==> config.mk <==
export PLATFORM = sky130hd
export DESIGN_NAME = sram_stage_sequencer
export DESIGN_NICKNAME = d
export VERILOG_FILES = /design/src/rtl/sram_stage_sequencer.sv
export SDC_FILE = /design/constraint.sdc
export NUM_CORES = 1
export LEC_CHECK = 0
export CORE_MARGIN = 10
export CORE_UTILIZATION = 35
export CTS_CLUSTER_DIAMETER = 100
export CTS_CLUSTER_SIZE = 28
export DETAILED_ROUTE_END_ITERATION = 8
export HOLD_SLACK_MARGIN = 0.02
export PLACE_DENSITY = 0.74
export SLEW_MARGIN = 15
export SYNTH_ARGS = -nofsm -noshare
export SYNTH_HDL_FRONTEND = slang
export SYNTH_SLANG_ARGS = --single-unit
==> constraint.sdc <==
create_clock -name Clock -period 2.2 [get_ports Clock]
set_input_delay 0.44 -clock Clock [delete_from_list [all_inputs] [get_ports Clock]]
set_output_delay 0.44 -clock Clock [all_outputs]
set_load 0.05 [all_outputs]
==> src/rtl/sram_stage_sequencer.sv <==
// Top-level sequencer: loads an image over UART, runs the masked processing stages in
// index order, then hands the SRAM back to VGA. Owns the SRAM port multiplexer.
module sram_stage_sequencer #(
    parameter int unsigned NUM_STAGES = 3,
    parameter logic [25:0] RX_TIMEOUT = 26'd49999999,
    parameter bit          SKIP_UART  = 1'b0,
    localparam int unsigned AW  = 18,
    localparam int unsigned DW  = 16,
    localparam int unsigned TW  = 26,
    localparam int unsigned IW  = 3,
    localparam int unsigned IXW = IW + 1
) (
    input  logic                     Clock,
    input  logic                     Resetn,
    input  logic                     Start_I,
    input  logic [NUM_STAGES-1:0]    Stage_mask_I,
    input  logic [AW-1:0]            UART_addr_I,
    input  logic [DW-1:0]            UART_wdata_I,
    input  logic                     UART_we_n_I,
    output logic                     UART_init_O,
    output logic                     UART_enable_O,
    output logic [NUM_STAGES-1:0]    Stage_enable_O,
    input  logic [NUM_STAGES-1:0]    Stage_done_I,
    input  logic [AW*NUM_STAGES-1:0] Stage_addr_I,
    input  logic [DW*NUM_STAGES-1:0] Stage_wdata_I,
    input  logic [NUM_STAGES-1:0]    Stage_we_n_I,
    input  logic [AW-1:0]            VGA_addr_I,
    output logic                     VGA_enable_O,
    output logic [AW-1:0]            SRAM_address_O,
    output logic [DW-1:0]            SRAM_write_data_O,
    output logic                     SRAM_we_n_O,
    output logic [2:0]               State_O,
    output logic [IW-1:0]            Stage_idx_O,
    output logic                     Busy_O
);

    typedef enum logic [2:0] {
        S_IDLE      = 3'd0,
        S_UART_INIT = 3'd1,
        S_UART_WAIT = 3'd2,
        S_STAGE_RUN = 3'd3,
        S_STAGE_GAP = 3'd4,
        S_FINISH    = 3'd5
    } state_t;

    state_t                state;
    state_t                state_next;
    logic [IW-1:0]         stage_idx;
    logic [IW-1:0]         idx_next;
    logic [NUM_STAGES-1:0] mask_q;
    logic [NUM_STAGES-1:0] mask_next;
    logic [TW-1:0]         timer;

    logic [NUM_STAGES-1:0] search_mask;
    logic [IXW-1:0]        search_from;
    logic                  sel_found;
    logic [IW-1:0]         sel_idx;
    logic                  cur_done;
    logic                  do_select;

    logic                  uart_init_d;
    logic                  uart_enable_d;
    logic                  vga_enable_d;
    logic                  busy_d;
    logic [NUM_STAGES-1:0] stage_enable_d;

    // Lowest masked stage at or above search_from; the mask is not yet latched in S_IDLE.
    always_comb begin
        search_mask = (state == S_IDLE) ? Stage_mask_I : mask_q;
        search_from = (state == S_STAGE_GAP) ? ({1'b0, stage_idx} + IXW'(1)) : '0;
        sel_found   = 1'b0;
        sel_idx     = '0;
        for (int k = 0; k < int'(NUM_STAGES); k++) begin
            if (!sel_found && search_mask[k] && (IXW'(k) >= search_from)) begin
                sel_found = 1'b1;
                sel_idx   = IW'(k);
            end
        end
    end

    // Only the done pulse of the stage currently running counts.
    always_comb begin
        cur_done = 1'b0;
        for (int k = 0; k < int'(NUM_STAGES); k++) begin
            if ((stage_idx == IW'(k)) && Stage_done_I[k]) begin
                cur_done = 1'b1;
            end
        end
    end

    // State register.
    always_ff @(posedge Clock or negedge Resetn) begin
        if (!Resetn) begin
            state     <= S_IDLE;
            stage_idx <= '0;
            mask_q    <= '0;
        end else begin
            state     <= state_next;
            stage_idx <= idx_next;
            mask_q    <= mask_next;
        end
    end

    // Next-state logic.
    always_comb begin
        state_next = state;
        idx_next   = stage_idx;
        mask_next  = mask_q;
        do_select  = 1'b0;
        unique case (state)
            S_IDLE: begin
                if (Start_I) begin
                    mask_next = Stage_mask_I;
                    idx_next  = '0;
                    if (SKIP_UART) begin
                        do_select = 1'b1;
                    end else begin
                        state_next = S_UART_INIT;
                    end
                end
            end
            S_UART_INIT: state_next = S_UART_WAIT;
            S_UART_WAIT: begin
                if ((timer == RX_TIMEOUT) && (UART_addr_I != '0)) begin
                    do_select = 1'b1;
                end
            end
            S_STAGE_RUN: begin
                if (cur_done) begin
                    state_next = S_STAGE_GAP;
                end
            end
            S_STAGE_GAP: do_select = 1'b1;
            S_FINISH: begin
                state_next = S_IDLE;
                idx_next   = '0;
            end
            default: begin
                state_next = S_IDLE;
                idx_next   = '0;
            end
        endcase
        if (do_select) begin
            if (sel_found) begin
                state_next = S_STAGE_RUN;
                idx_next   = sel_idx;
            end else begin
                state_next = S_FINISH;
                idx_next   = '0;
            end
        end
    end

    // Output logic: next values of the registered outputs plus the combinational SRAM mux.
    always_comb begin
        uart_init_d       = 1'b0;
        uart_enable_d     = 1'b0;
        vga_enable_d      = 1'b0;
        busy_d            = 1'b0;
        stage_enable_d    = '0;
        SRAM_address_O    = VGA_addr_I;
        SRAM_write_data_O = '0;
        SRAM_we_n_O       = 1'b1;

        uart_enable_d = (state_next == S_UART_INIT);
        uart_init_d   = ((state == S_IDLE) && (state_next == S_UART_INIT)) ||
                        ((state == S_UART_WAIT) && (state_next != S_UART_WAIT));
        vga_enable_d  = (state_next == S_IDLE) || (state_next == S_FINISH);
        busy_d        = (state_next != S_IDLE);
        if (state_next == S_STAGE_RUN) begin
            stage_enable_d = NUM_STAGES'(1) << idx_next;
        end

        if ((state == S_UART_INIT) || (state == S_UART_WAIT)) begin
            SRAM_address_O    = UART_addr_I;
            SRAM_write_data_O = UART_wdata_I;
            SRAM_we_n_O       = UART_we_n_I;
        end else if (state == S_STAGE_RUN) begin
            for (int k = 0; k < int'(NUM_STAGES); k++) begin
                if (stage_idx == IW'(k)) begin
                    SRAM_address_O    = Stage_addr_I[AW*k +: AW];
                    SRAM_write_data_O = Stage_wdata_I[DW*k +: DW];
                    SRAM_we_n_O       = Stage_we_n_I[k];
                end
            end
        end
    end

    // Registered status and control outputs.
    always_ff @(posedge Clock or negedge Resetn) begin
        if (!Resetn) begin
            UART_init_O    <= 1'b0;
            UART_enable_O  <= 1'b0;
            VGA_enable_O   <= 1'b1;
            Busy_O         <= 1'b0;
            Stage_enable_O <= '0;
        end else begin
            UART_init_O    <= uart_init_d;
            UART_enable_O  <= uart_enable_d;
            VGA_enable_O   <= vga_enable_d;
            Busy_O         <= busy_d;
            Stage_enable_O <= stage_enable_d;
        end
    end

    // Receive idle timer: restarts on every UART write or receiver re-init, saturates.
    always_ff @(posedge Clock or negedge Resetn) begin
        if (!Resetn) begin
            timer <= '0;
        end else if (UART_init_O || !UART_we_n_I) begin
            timer <= '0;
        end else if (timer != '1) begin
            timer <= timer + TW'(1);
        end
    end

    assign State_O     = state;
    assign Stage_idx_O = stage_idx;

endmodule

After elaboration in Yosys (flattened, before gate mapping):

Index checks and enable logic that the tools add are counted.

* register bits: 42
* input bits: 167
* output and inout port bits: 48

* add/sub/neg operators: 2
* order comparisons: 3
* equal/unequal tests: 12
* shifts and indexed selects: 1
* multiplexer cells: 39
* reductions and logical operators: 27

Operators with widths (number)
* two-way mux 18 bit: 5
* two-way mux 16 bit: 5
* two-way mux 26 bit: 2
* two-way mux 3 bit: 9
* adder 26 x 1 -> 26 bit, second input constant: 1
* == test 26 bit, second input constant: 1
* inequality test 26 bit, second input constant: 1
* nonzero test 18 bit: 1
* two-way mux 1 bit: 13
* == test 3 x 2 -> 1 bit, second input constant: 4
* case mux 3 bit (4 select lines): 1
* logical AND 1 bit: 11
* == test 3 x 1 -> 1 bit, second input constant: 3
* logical NOT 3 bit: 3
* greater-or-equal comparator 1 x 4 -> 1 bit, first input constant: 2
* == test 3 bit, second input constant: 2
* case mux 3 bit (2 select lines): 1
* adder 3 x 1 -> 4 bit, second input constant: 1
* greater-or-equal comparator 2 x 4 -> 1 bit, first input constant: 1
* logical OR 1 bit: 4
* two-way mux 4 bit: 1
* OR reduction 4 bit: 1
* logical NOT 1 bit: 3
* inequality test 3 x 2 -> 1 bit, second input constant: 1
* 7 further kinds: 7

Logic depth before layout (Yosys ltp):

* word-level depth: 18
* gate-level depth with buffers: 10
* gate-level depth less buffers: 8

Worst setup path after synthesis:

No wires, ideal clock.

* kind: reg2out
* start point: register stage_idx[0] (netlist: Stage_idx_O[0])
* end point: output port SRAM_address_O[10]
* data arrival time: 3274 ps
* required time: 1760 ps
* path slack: -1514 ps
* stages on the path, launching flop included: 10
* path buffers: 2
* path through: dfrtp_1 inv_1 ha_1 nor2b_1 buf_2 buf_2 mux2i_1 a211oi_1 a211oi_1 o31ai_1

* word-level cells in the longest chain between the ends: 6
* elaborated cells on any way between the ends: 8

Ends and longest elaborated chain
* from (decl): RTL line 48 `logic [IW-1:0] stage_idx;`
* from (signal assigned): RTL line 99 `stage_idx <= idx_next;`
* logical NOT 3 bit: RTL line 180 `if (stage_idx == IW'(k)) begin`
* two-way mux 18 bit (2 in a row): RTL line 180
* two-way mux 18 bit (*): RTL line 180
* two-way mux 18 bit (*): RTL line 178 `end else if (state == S_STAGE_RUN) begin`
* two-way mux 18 bit (*): RTL line 174 `if ((state == S_UART_INIT) || (state == S_UART_WAIT)) begin`
* to (decl): RTL line 29 `output logic [AW-1:0] SRAM_address_O,`

Mark *: on every way between the ends. The rest lies on a longest branch, timed or not.

Final worst setup path:

* start point: register stage_idx[0] (netlist: Stage_idx_O[0])
* end point: output port SRAM_address_O[0]

The elaborated chain is that of the path after synthesis.

==> summary.txt <==
Logic synthesis
  – Mapped Area: 3660 µm²
  – Post-synthesis async set-or-reset flop share: 1.00
  – Yosys cell types: 47
  – Most area-hungry cell type in the Yosys netlist: dfrtp_1
  – Main synth FF type: dfrtp_1
  – Post-synthesis register bit count: 42
  – Mapped Avg Cell Area: 7.72 µm²
  – Yosys warnings: 0
  – Post-synth net total: 646
  – Synth top area share: 0.281
  – Dominant cells by area after synthesis: dfrtp_1, a211oi_1, nor2_1
  – Sequential area share after synthesis: 0.288
  – Post-synth EDFFs: 0
  – Synth Instances: 474

CTS
  – Clock root cell: clkbuf_8
  – CTS clk-pin slew, worst paths: 80 ps
  – Max clock buf depth: 2
  – TritonCTS Sinks: 42
  – CTS tree: yes
  – Hold-fix buffers, CTS: 0
  – Worst-skew pair later-pin latency: 300 ps
  – Total CTS buffers: 5
  – Htree depth: 2

Placement
  – Global placement routability congestion: 0.960
  – Buffers on Ports: 214
  – Post-DP HPWL: 15.5 mm
  – Placed Area: 7280 µm²

Die
  – Die Height: 122 µm
  – Chip Width: 122 µm
  – # IOs: 215
  – Die Area: 14900 µm²
  – Core area: 10200 µm²
  – Site Rows: 37
  – Starting density of the core: 0.357

Power and ir drop
  – Final Power: 10.9 mW
  – Sw frac: 0.500
  – Share of power burned in the clock network: 0.048
  – Leak: 3.20 nW
  – Internal: 5.47 mW
  – Power Density: 1390 nW/µm²
  – Worst vdd ir: 894 µV
  – Sw Pwr: 5.46 mW
  – Comb power frac: 0.862
  – Reg power frac: 0.090

STA
  – Clk_skew: 9.04 ps
  – Fmax: 372 MHz
  – Unrepaired setup endpoints after global routing: yes
  – Slew @ Worst Pin: 563 ps
  – Final worst-path setup slack: -487 ps
  – Hold Worst Slack: 93.2 ps
  – Max-Slew Margin vs Limit: 0.623
  – Slew Limit Fails: 0
  – Final min period: 2690 ps
  – Fin. Hold Viols: 0
  – Setup Viol. Count Final: 35
  – Fin crit share: 1.22

Worst setup path
  – Worst Reg-to-Reg Cells: 9
  – Worst R2R End: State_O[1]
  – Reg2Reg Launch Point: Stage_idx_O[0]
  – CP arrival: 2250 ps
  – Worst EP required: 1760 ps
  – Crit path max fanout: 6
  – Critical path class: register to output port
  – Reg2reg setup slack: 60 ps
  – Crit start category: register
  – Critical Path End Type: output port

Drt
  – 1st-pass router iterations: 7
  – Vias per cell: 5.66
  – Detailed Route WL: 20.3 mm
  – Post-route ant nets: 0
  – Initial DRC count: 510
  – Final routed DRC violation total: 0
  – Vias: 4932
  – Routed len/inst: 23.3 µm

Layout
  – Layout cells sized above 1: 0.350
  – Area Growth Syn to Fin: 116%
  – Fin area: 7890 µm²
  – Final core occ: 0.772
  – Net count, final: 903
  – # fillers: 666

Global routing
  – Vias in the first global route: 4861
  – First-pass GRT wire length: 28.9 mm
  – Total track usage: 0.246
  – Grt ovf: 0
  – Initial antenna violation count: 2
  – Pin count of the biggest net entering global routing: 26

Flow run
  – Max-Cap Viols: 0

Hold path
  – Hold Crit Class: primary input to async pin

Status
  – Violated checks: setup timing
  – Outcome: finished with violations
per-stage QoR:
stage                     TNS [ps]  setup WS, ps  std cells
final                       -14250          -487        871
after global routing        -17590          -572        870
after CTS                   -14380          -500        857
after detailed placement     -8370          -343        841
after global placement       -5870          -340        841
after floorplan             -12250          -424        474
worst max-delay path by stage:
stage	from	endpoint	slack, ps	cells past startpoint
final	Stage_idx_O[0]	SRAM_address_O[0]	-490	10
after global routing	Stage_idx_O[0]	SRAM_address_O[0]	-570	10
after CTS	Stage_idx_O[0]	SRAM_address_O[14]	-500	10
after detailed placement	UART_addr_I[15]	State_O[1]	-340	8
after global placement	UART_addr_I[14]	State_O[1]	-340	8
after floorplan	Stage_idx_O[0]	SRAM_address_O[12]	-420	9
cell type report:
cell class	instances	area [µm²]	share of cell area
timing repair buffer	287	3310	0.419
multi-input combinational	388	3220	0.408
sequential	42	1060	0.135
tap	136	170	0.0216
clock buffer	6	82.6	0.0105
inverter	7	26.3	0.00333
clock inverter	2	12.5	0.00159
antenna	3	7.51	0.000951
sequential cells by signal (all words and copies together), names as in the netlist:
signal / cells
UART_enable_O: 1
Stage_enable_O: 3
Busy_O: 1
State_O: 3
UART_init_O: 1
timer: 26
mask_q: 3
Stage_idx_O: 3
VGA_enable_O: 1
Yosys cell counts, types with 10 or more instances:
master	number
o31ai_1	18
a211oi_1	37
nand4_1	10
nand3_1	14
nand2_1	53
nor2_1	66
dfrtp_1	41
nor3_1	13
xnor2_1	16
a221o_1	16
clkbuf_1	26
mux2i_1	18
o21ai_0	36
placed cells by master, fill, tap and decap left out, types with 3 or more instances in the layout:
master and count:
clkbuf_8 6, nand2b_1 6, o21ai_1 3, o21ai_4 9, xor2_1 8, nor2_1 65
buf_4 50, nor2b_4 4, mux2_2 3, nand3_1 13, mux2i_2 6, dfrtp_1 33
nor3_1 12, o31ai_4 18, nand4_1 10, and3_1 6, nor4_2 4, o21a_1 3
nand2_1 52, diode_2 3, a221o_1 16, buf_12 48, xnor2_1 16, inv_1 4
clkdlybuf4s50_1 166, a21oi_1 6, a211oi_2 34, buf_6 8, o21ai_2 23, inv_2 3
nor4_1 6, mux2i_1 12, dfrtp_2 8, and2_1 5, clkbuf_16 3, dlymetal6s2s_1 10
or3_1 4
metal layers:
| metal | vias to the layer above | track usage | share of wire | wire, µm |
|---|---|---|---|---|
| met3 | 20 | 0.0643 | 0.092 | 1870 |
| met1 | 2392 | 0.300 | 0.38 | 7620 |
| met2 | 253 | 0.424 | 0.51 | 10400 |
| met5 | - | 0 | 0 | 0 |
| li1 | 2267 | - | - | - |
| met4 | 0 | 0.0596 | 0.019 | 393 |
cell families (layout without fill, tap and decap cells):
family | count (synthesis) | in the layout | synth area share
fa+ha+maj | 5 | 5 | 0.0171
mux | 21 | 21 | 0.0585
flops | 42 | 42 | 0.288
other cells | 0 | 3 | 0
xor+xnor | 24 | 24 | 0.0575
compound gates | 130 | 130 | 0.256
buf+inv | 44 | 302 | 0.0479
simple gates | 208 | 208 | 0.276
worst max-delay path, stage by stage, from the launching register on:
cell	delay [ps]
dfrtp_2	430
inv_2	80
buf_4	100
ha_2	170
nor2b_4	190
buf_12	150
buf_12	130
a211oi_2	70
buf_4	140
o31ai_4	290
buf_12	180
power groups by stage:
stage               registers, mW  clock network [mW]  logic, mW
floorplan                    1.22                   0       4.85
global placement            0.985                   0       8.79
detailed placement          0.997                   0       8.90
CTS                         0.983               0.542       9.18
global route                0.998               0.572       9.79
finish                      0.984               0.524       9.43
what timing repair did:
action                     CTS  global route
setup endpoints to repair   36            47
pin swaps                   19            36
setup buffers                7             8
cloned                       2             3
resized for setup           36            50
Power figures use the tool's default switching activity.
==> RTL edit: new RTL, config.mk and constraints unchanged <==
The parameter `NUM_STAGES` goes from 3 to 2.
--- a/src/rtl/sram_stage_sequencer.sv
+++ b/src/rtl/sram_stage_sequencer.sv
@@ -2,5 +2,5 @@
 // index order, then hands the SRAM back to VGA. Owns the SRAM port multiplexer.
 module sram_stage_sequencer #(
-    parameter int unsigned NUM_STAGES = 3,
+    parameter int unsigned NUM_STAGES = 2,
     parameter logic [25:0] RX_TIMEOUT = 26'd49999999,
     parameter bit          SKIP_UART  = 1'b0,
Ports: changed (6 resized); port bits go from 215 to 177. No check against the original RTL was run, so the function may have changed too.
==> RTL edit against the original RTL <==
The flow still finishes with violations (negative setup slack); non-clock buffer count decreased by 68; setup slack gained 0.13 ns; global-route usage shrank 2.9 points; area after synthesis down 12%; wire length down 22%; sequential share of layout area is 1.6 points higher; sequential cell count down 2; count of clock-buffer cells in the layout is 2 higher; total power fell by 13%; cell count is 17% lower; maximum frequency is 5.1% higher; combinational power is 14% lower; design area fell by 15%; critical endpoint is now SRAM_address_O[13].
==> RTL edit: results <==
[place]
hpwl_mm = 12.48
dp_worst_setup_slack_ns = -0.1956

[route]
drt_iter0_drc = 358
drt_first_pass_iters = 5
dr_total_vias = 4085
totalWireLength_mm = 15.78

[timing]
clock_skew_ns = 0.008209
tns_ns = -9.848
finalWorstSetupSlack_ns = -0.3558
worst_pin_slew_ns = 0.5474
setup_viol = 35

[logic_synthesis]
synth_compound_area_share_pct = 24.31
synth_common_cells = nand2_1 (54), nor2_1 (52), dfrtp_1 (39)
synth_area_leaders = dfrtp_1 (30%), nand2_1 (6.3%), nor2_1 (6.0%), o21ai_0 (5.7%), mux2i_1 (5.3%)
muxShareOfSynthArea_pct = 6.310
synth_cell_type_count = 58

[cells_and_area]
diodes = 0
drive_gt1_share_pct = 35.07

[setup_path]
rr_endpoint = timer[8]$_DFFE_PN0P_
crit_start = Stage_idx_O[1]$_DFF_PN0_
crit_arrival_ns = 2.12
reg2regPathDepth = 6

[power]
p_comb_mw = 8.15
seqPwrFrac_pct = 9.4
vdd_ir_drop_max_mv = 0.7244

[global_route]
grt_pass1_vias = 4005

[run_status]
violations = negative setup slack
outcome = complete, but fails checks

[floorplan]
die-area_sq_um = 13480
==> RTL edit: cell types whose count changed after synthesis, moves of 6 or more <==
cell,before,now
a211oi_1,37,5
a21oi_1,7,27
a22oi_1,2,20
a221o_1,16,0
nor2_1,66,52
o31ai_1,18,4
clkbuf_1,26,17
nand3_1,14,6
a311oi_1,1,7
==> RTL edit: area by class of cell <==
class / instances / area [sq um]
clock buffers: 8 / 90.09
fillers: 662 / 2420
inverters: 9 / 36.28
multi-input cells: 337 / 2848
flip-flops and latches: 40 / 1010
well taps: 111 / 138.9
repair buffers: 219 / 2566
==> RTL edit: kinds of logic (layout without fill, tap and decap cells) <==
family,count (synthesis),in the layout
simple gates,171,172
xor+xnor,20,20
mux,20,20
buf+inv,37,236
flops,40,40
compound gates,121,121
fa+ha+maj,4,4
==> RTL edit: repair_timing <==
action / CTS / global route
pin swaps: 28 / 14
gates cloned: 4 / 1
gates resized for setup: 33 / 45
setup buffers: 2 / 0
endpoints found under the setup margin: 35 / 42
==> RTL edit: critical path, delay by kind of cell (launching register included) <==
family | cells | cell delay (ns)
compound gates | 2 | 0.23
fa+ha+maj | 1 | 0.13
buf+inv | 3 | 0.43
flops | 1 | 0.43
simple gates | 3 | 0.58
==> RTL edit: layer usage <==
metal,vias up,track usage [%],share of wire [%]
met5,-,0,0
met1,1943,24.82,38
li1,1918,-,-
met4,0,5.171,1.5
met3,20,6.163,9.2
met2,204,38.83,51
==> RTL edit: stage by stage <==
step                std cells  cell area, sq um  total power [mW]
finish                    724              6689             9.557
global route              724              6689             9.932
CTS                       724              6511             9.495
detailed placement        710              6165             8.629
global placement          710              6165             8.538
floorplan                 413              3795             5.345
